File: src/rtl/mux_pkg.sv
// Shared widths and types for the 32:1 bit selector.
package mux_pkg;

    localparam int unsigned SEL_W  = 5;
    localparam int unsigned DATA_W = 32;

    typedef logic [SEL_W-1:0]  sel_t;
    typedef logic [DATA_W-1:0] data_t;

endpackage

File: src/rtl/mux32_to_1_if.sv
// Select/data/valid bundle between a producer (master) and the 32:1 selector (slave).
interface mux32_to_1_if;
    import mux_pkg::*;

    sel_t  S;
    data_t I;
    logic  in_valid;
    logic  Y;
    logic  Y_q;
    logic  out_valid;

    modport master (output S, I, in_valid, input Y, Y_q, out_valid);
    modport slave  (input S, I, in_valid, output Y, Y_q, out_valid);

endinterface

File: src/rtl/mux2to1.sv
// 1-bit 2:1 multiplexer; s=0 passes a (the lower-index input).
module mux2to1 (
    input  logic a,
    input  logic b,
    input  logic s,
    output logic y
);

    assign y = s ? b : a;

endmodule

File: src/rtl/mux32_to_1.sv
// Picks bit I[S] from a 32-bit word through a radix-2 or radix-4 mux tree,
// with an optional registered, valid-qualified copy of the result.
module mux32_to_1 #(
    parameter int unsigned REG_OUT    = 1,
    parameter int unsigned TREE_RADIX = 2
) (
    input  logic         clk,
    input  logic         rst,
    mux32_to_1_if.slave  bus
);
    import mux_pkg::*;

    logic y_tree;

    if (TREE_RADIX != 2 && TREE_RADIX != 4) begin : g_bad_radix
        $error("mux32_to_1: TREE_RADIX must be 2 or 4");
    end

    if (TREE_RADIX == 4) begin : g_radix4
        // node[31:0] = leaves, [39:32] = first 4:1 level, [41:40] = second, [42] = root
        logic [DATA_W+10:0] node;
        assign node[DATA_W-1:0] = bus.I;

        for (genvar lv = 0; lv < 2; lv++) begin : g_lvl
            localparam int unsigned IN_OFF  = (lv == 0) ? 0 : 32;
            localparam int unsigned OUT_OFF = (lv == 0) ? 32 : 40;
            localparam int unsigned COUNT   = (lv == 0) ? 8 : 2;
            for (genvar j = 0; j < COUNT; j++) begin : g_q
                logic lo, hi;
                mux2to1 u_lo (.a(node[IN_OFF+4*j]),   .b(node[IN_OFF+4*j+1]), .s(bus.S[2*lv]),   .y(lo));
                mux2to1 u_hi (.a(node[IN_OFF+4*j+2]), .b(node[IN_OFF+4*j+3]), .s(bus.S[2*lv]),   .y(hi));
                mux2to1 u_sel(.a(lo),                 .b(hi),                 .s(bus.S[2*lv+1]), .y(node[OUT_OFF+j]));
            end
        end

        mux2to1 u_root (.a(node[40]), .b(node[41]), .s(bus.S[4]), .y(node[42]));
        assign y_tree = node[42];
    end else begin : g_radix2
        // Level k occupies node[64-(64>>k) +: 32>>k]; the root lands at node[62].
        logic [2*DATA_W-2:0] node;
        assign node[DATA_W-1:0] = bus.I;

        for (genvar lv = 0; lv < 5; lv++) begin : g_lvl
            localparam int unsigned IN_OFF  = 64 - (64 >> lv);
            localparam int unsigned OUT_OFF = 64 - (32 >> lv);
            localparam int unsigned COUNT   = 16 >> lv;
            for (genvar j = 0; j < COUNT; j++) begin : g_m
                mux2to1 u_m (.a(node[IN_OFF+2*j]), .b(node[IN_OFF+2*j+1]), .s(bus.S[lv]), .y(node[OUT_OFF+j]));
            end
        end

        assign y_tree = node[62];
    end

    assign bus.Y = y_tree;

    if (REG_OUT != 0) begin : g_reg
        logic y_q_r;
        logic valid_r;

        always_ff @(posedge clk) begin
            if (rst) begin
                y_q_r   <= 1'b0;
                valid_r <= 1'b0;
            end else begin
                valid_r <= bus.in_valid;
                if (bus.in_valid) y_q_r <= y_tree;
            end
        end

        assign bus.Y_q       = y_q_r;
        assign bus.out_valid = valid_r;
    end else begin : g_noreg
        assign bus.Y_q       = 1'b0;
        assign bus.out_valid = 1'b0;
    end

endmodule

File: src/flat_wrapper.sv
// flat-port wrapper written by rule: the top's interface ports become plain ports
module mux32_to_1_flat import mux_pkg::*;
#(
    parameter int unsigned REG_OUT    = 1,
    parameter int unsigned TREE_RADIX = 2
)
  (clk, rst, bus_S, bus_I, bus_in_valid, bus_Y, bus_Y_q, bus_out_valid);
  mux32_to_1_if bus_i ();
  input  logic clk;
  input  logic rst;
  input wire logic [$bits(bus_i.S)-1:0] bus_S;
  input wire logic [$bits(bus_i.I)-1:0] bus_I;
  input wire logic [$bits(bus_i.in_valid)-1:0] bus_in_valid;
  output wire logic [$bits(bus_i.Y)-1:0] bus_Y;
  output wire logic [$bits(bus_i.Y_q)-1:0] bus_Y_q;
  output wire logic [$bits(bus_i.out_valid)-1:0] bus_out_valid;
  assign bus_i.S = bus_S;
  assign bus_i.I = bus_I;
  assign bus_i.in_valid = bus_in_valid;
  assign bus_Y = bus_i.Y;
  assign bus_Y_q = bus_i.Y_q;
  assign bus_out_valid = bus_i.out_valid;
  mux32_to_1 #(.REG_OUT(REG_OUT), .TREE_RADIX(TREE_RADIX)) u_core (.clk(clk), .rst(rst), .bus(bus_i));
endmodule
File: config.mk
export PLATFORM = sky130hd
export DESIGN_NAME = mux32_to_1_flat
export DESIGN_NICKNAME = d
export VERILOG_FILES = /design/src/rtl/mux_pkg.sv /design/src/rtl/mux32_to_1_if.sv /design/src/rtl/mux2to1.sv /design/src/rtl/mux32_to_1.sv /design/src/flat_wrapper.sv
export SDC_FILE = /design/constraint.sdc
export NUM_CORES = 1
export LEC_CHECK = 0
export ABC_CLOCK_PERIOD_IN_PS = 2100
export CAP_MARGIN = 0
export CORE_MARGIN = 8
export CORE_UTILIZATION = 27
export DETAILED_ROUTE_END_ITERATION = 8
export PLACE_DENSITY = 0.89
export SLEW_MARGIN = 20
export SYNTH_ARGS = -nofsm -noshare
export SYNTH_HDL_FRONTEND = slang
export SYNTH_SLANG_ARGS = --single-unit
File: constraint.sdc
create_clock -name clk -period 2.1 [get_ports clk]
set_input_delay 0.42 -clock clk [delete_from_list [all_inputs] [get_ports clk]]
set_output_delay 0.42 -clock clk [all_outputs]
set_load 0.02 [all_outputs]
Yosys cells after proc, flatten, opt, wreduce, memory -nomap -nowiden:

Index checks and enable logic that the tools add are counted.
W data, S select, Z words.

* flip-flop bits (word level): 2
* bits of input ports: 40
* output and inout bits: 3
* word-level logic and storage cells: 33

* mux-type cells: 31

Operator list (number)
* $mux W1: 31

Depth between registers and ports, before layout:

* depth after elaboration: 5
* gate-level depth with buffers: 6
* gate-level depth less buffers: 5

Modules after synthesis:

A second synthesis with hierarchy kept.

* cells, all modules: 36
* area total of the unflattened synthesis: 525.5 um^2

By module, submodules not included
* mux2to1: instances 31, cells each 1, area an instance 15.0 um^2, seq. area each 0.0 um^2
* mux32_to_1: instances 1, cells each 5, area an instance 60.1 um^2, seq. area each 40.0 um^2

Least setup slack after synthesis:

Ideal clock, no wire load.

* path type: input port to output port
* start: input bus_S[1]
* end: output bus_Y
* data arrival time: 1.465 ns
* required time: 1.680 ns
* path slack: 0.215 ns
* stages: 6
* buffers on the path: 1
* path through: buf_6 -> mux2_1 -> o2bb2ai_1 -> a211oi_2 -> a31oi_2 -> nand3_1

* longest elaborated chain between the ends: 4
* elaborated cells between the ends (all ways): 15
* classes of those cells: mux (15)

RTL lines
* start, declared: RTL line flat_wrapper.sv:11 `input wire logic [$bits(bus_i.S)-1:0] bus_S;`
* $mux W1 (3 in a row): RTL line mux2to1.sv:9 `assign y = s ? b : a;`
* $mux W1 *: RTL line mux2to1.sv:9
* end, declared: RTL line flat_wrapper.sv:14 `output wire logic [$bits(bus_i.Y)-1:0] bus_Y;`

Mark *: on every way between the ends. The rest lies on a longest branch, timed or not.

Worst setup path in the final report:

Ends and elaborated chain as after synthesis.

==> qor.yml <==
clock_network:
  cts.sinks: 2
  htreeDepth: 1
  cts_buffer_depth: 2
  cts_root_buf: "clkbuf_4"
  cts_hold_buf: 0
  cts-buffers-inserted: 3
  cts_tree: "yes"
  clk_pin_slew_ps: 30
  clk_latency_ps: 230
logic_synthesis:
  synth_common_cells: "12 x mux2i_1, 4 x a21oi_1, 4 x nor2b_1"
  synth_edf_count: 0
  syn_nets: 85
  synth_top_area_share_pct: 30.2
  avgSynthCellArea_um2: 8.84
  synth_area_um2: 398
  synth_flop_cell: "dfxtp_1"
  yosysUniqueCellTypes: 20
  yosys_warnings: 0
  synth_area_leaders: "mux2i_1 30%, dfxtp_1 10%, nor2b_1 6.3%, buf_6 5.7%, mux2_2 5.7%"
  syn_inst: 45
  synth-seq-cells: 2
  yosysMostFrequentCell: "mux2i_1"
  synth_area_leader_cell: "mux2i_1"
  yosysSeqAreaShare_pct: 10.1
  async_reset_ff_share_pct: 0
run:
  drv_cap: 0
placed_design:
  dpl_worst_slack_ps: -753
  place.port_buffers: 42
  dpl.cell_count: 110
  dpl.hpwl_um: 1500
  place_congestion: 0.758
pwr:
  power.static_leakage_nw: 0.448
  p_total_w: 0.000314
  ir_drop_uv: 298
  powerDensity_mw_per_mm2: 319
sta:
  setup_violations: 0
  hold_violations: 0
  timing.final.ws_setup_ps: 78.3
  timing.final.crit_share_pct: 96.3
  final.min_clock_period_ps: 2020
  slew_violations: 0
  max-slew-margin-rel_pct: 83.4
  rsz0062_at_grt: "no"
  worst_slew_pin_slew_ps: 242
  max_freq_ghz: 0.495
  tns_ps: 0
  skew_ps: 0
floorplanning:
  die_y_um: 54.4
  die_x_um: 54.4
  core_area_mm2: 0.00144
  num_io_pins: 43
  rows: 14
  dieArea_mm2: 0.00296
  initial_core_util_pct: 27.7
worst_setup_path:
  crit_chain: "clkbuf_4 -> bufbuf_16 -> mux2i_1 -> nand2_1 -> a31oi_2 -> nand3_1 -> buf_6"
  worstPathMaxFanout: 7
  crit_path_start_kind: "primary input"
  crit_arrival_ps: 1600
  crit_required_ps: 1680
  cp_top_family: "buffers and inverters"
  crit_slowest_cell: "bufbuf_16"
  crit_buf_inv: 3
  end_kind: "output port"
  crit_type: "primary input to output port"
  slowest_delay_ps: 280
cells_and_area:
  finalNetCount: 140
  n_fill_cell: 120
  final_util_pct: 68.6
  area_growth_pct: 148
  drive_gt1_share_pct: 31.6
  fin_cells: 114
  diodes: 0
grt:
  grt_pass1_wl_um: 2720
  grt_max_degree: 9
  grt_use_total_pct: 12.6
  met2_usage_pct: 22.5
  antenna_found_initial: 0
  grt_pass1_vias: 636
  busiest_layer: "met2"
  use_met1_pct: 13.0
  overflow: 0
  gr-usage-met3_pct: 3.26
drt:
  viasPerCell: 4.93
  routedWlPerCell_um: 16.0
  via_count: 562
  ant_nets: 0
  drtPass1Iterations: 2
  drcViolationCount: 0
  drt_iter0_markers: 4
  wirelength_um: 1820
status:
  outcome: "complete, no violations"
min_path:
  min_path_type: "flip-flop to flip-flop"
flip-flops by register name (all words and copies together) (netlist names):
name and cells:
u_core.bus.Y_q 1, u_core.bus.out_valid 1
through the flow:
stage	instance area, um2	hold WS (ps)
2_1_floorplan	398	492
3_3_place_gp	896	539
3_5_place_dp	896	556
4_1_cts	963	564
5_1_grt	986	611
6_report	986	560
worst reg2reg max path, stage by stage, from the launching register on:
cell and delay (ps):
dfxtp_1 310, o21bai_1 160, a41oi_2 50
layout make-up:
class                   instances  area (um2)  share of cell area (%)
well taps                      16        20.0                    2.03
flip-flops and latches          2        40.0                    4.06
multi-input cells              41         375                    38.1
clock buffers                   3        22.5                    2.28
repair buffers                 52         528                    53.6
repair_timing:
item	in CTS	in global routing
pin swaps	3	3
gates resized for setup	23	10
buffers inserted	0	0
endpoints found under the setup margin	1	1
cloned	1	0
hold endpoints to repair	0	0
layer usage:
layer | vias up | routed length [um]
li1 | 284 | -
met1 | 253 | 684
met2 | 21 | 989
met3 | 4 | 120
met4 | 0 | 28
met5 | - | 0
kinds of logic after synthesis:
group / after synthesis / share of synthesized area (%)
DFF: 2 / 10.1
and+or+nand+nor: 11 / 14.5
muxes: 15 / 38.7
AOI/OAI and AO/OA: 15 / 31.1
buffers and inverters: 2 / 5.66
path summary, 6_finish.rpt:
check | end | start | slack (ps) | cells past startpoint
setup / recovery | bus_Y | bus_S[1] | 80 | 7
hold / removal | u_core.bus.Y_q$_SDFFE_PP0P_ | u_core.bus.Y_q$_SDFFE_PP0P_ | 560 | 2
setup reg to reg | u_core.bus.Y_q$_SDFFE_PP0P_ | u_core.bus.Y_q$_SDFFE_PP0P_ | 1450 | 2
hold reg to reg | u_core.bus.Y_q$_SDFFE_PP0P_ | u_core.bus.Y_q$_SDFFE_PP0P_ | 560 | 2
cell usage in the layout, fill, tap and decap left out, drive strengths merged:
master          n
a211o           1
a211oi          2
a21oi           4
a22oi           2
a31oi           1
a41oi           1
buf            10
bufbuf          1
clkbuf          5
clkdlybuf4s50  31
dfxtp           2
dlygate4sd2     5
dlymetal6s2s    3
mux2            3
mux2i          12
nand2           3
nand2b          2
nand3           1
nor2            1
nor2b           4
o211ai          2
o21bai          1
o2bb2ai         1
power breakdown:
group          internal (W)  leakage, nW  switching (W)   total, W
logic              0.000122        0.417      0.0000628   0.000184
clock network     0.0000632       0.0138      0.0000241  0.0000874
registers         0.0000410       0.0167     0.00000137  0.0000424
No activity file was read; power rests on OpenSTA's default activity.
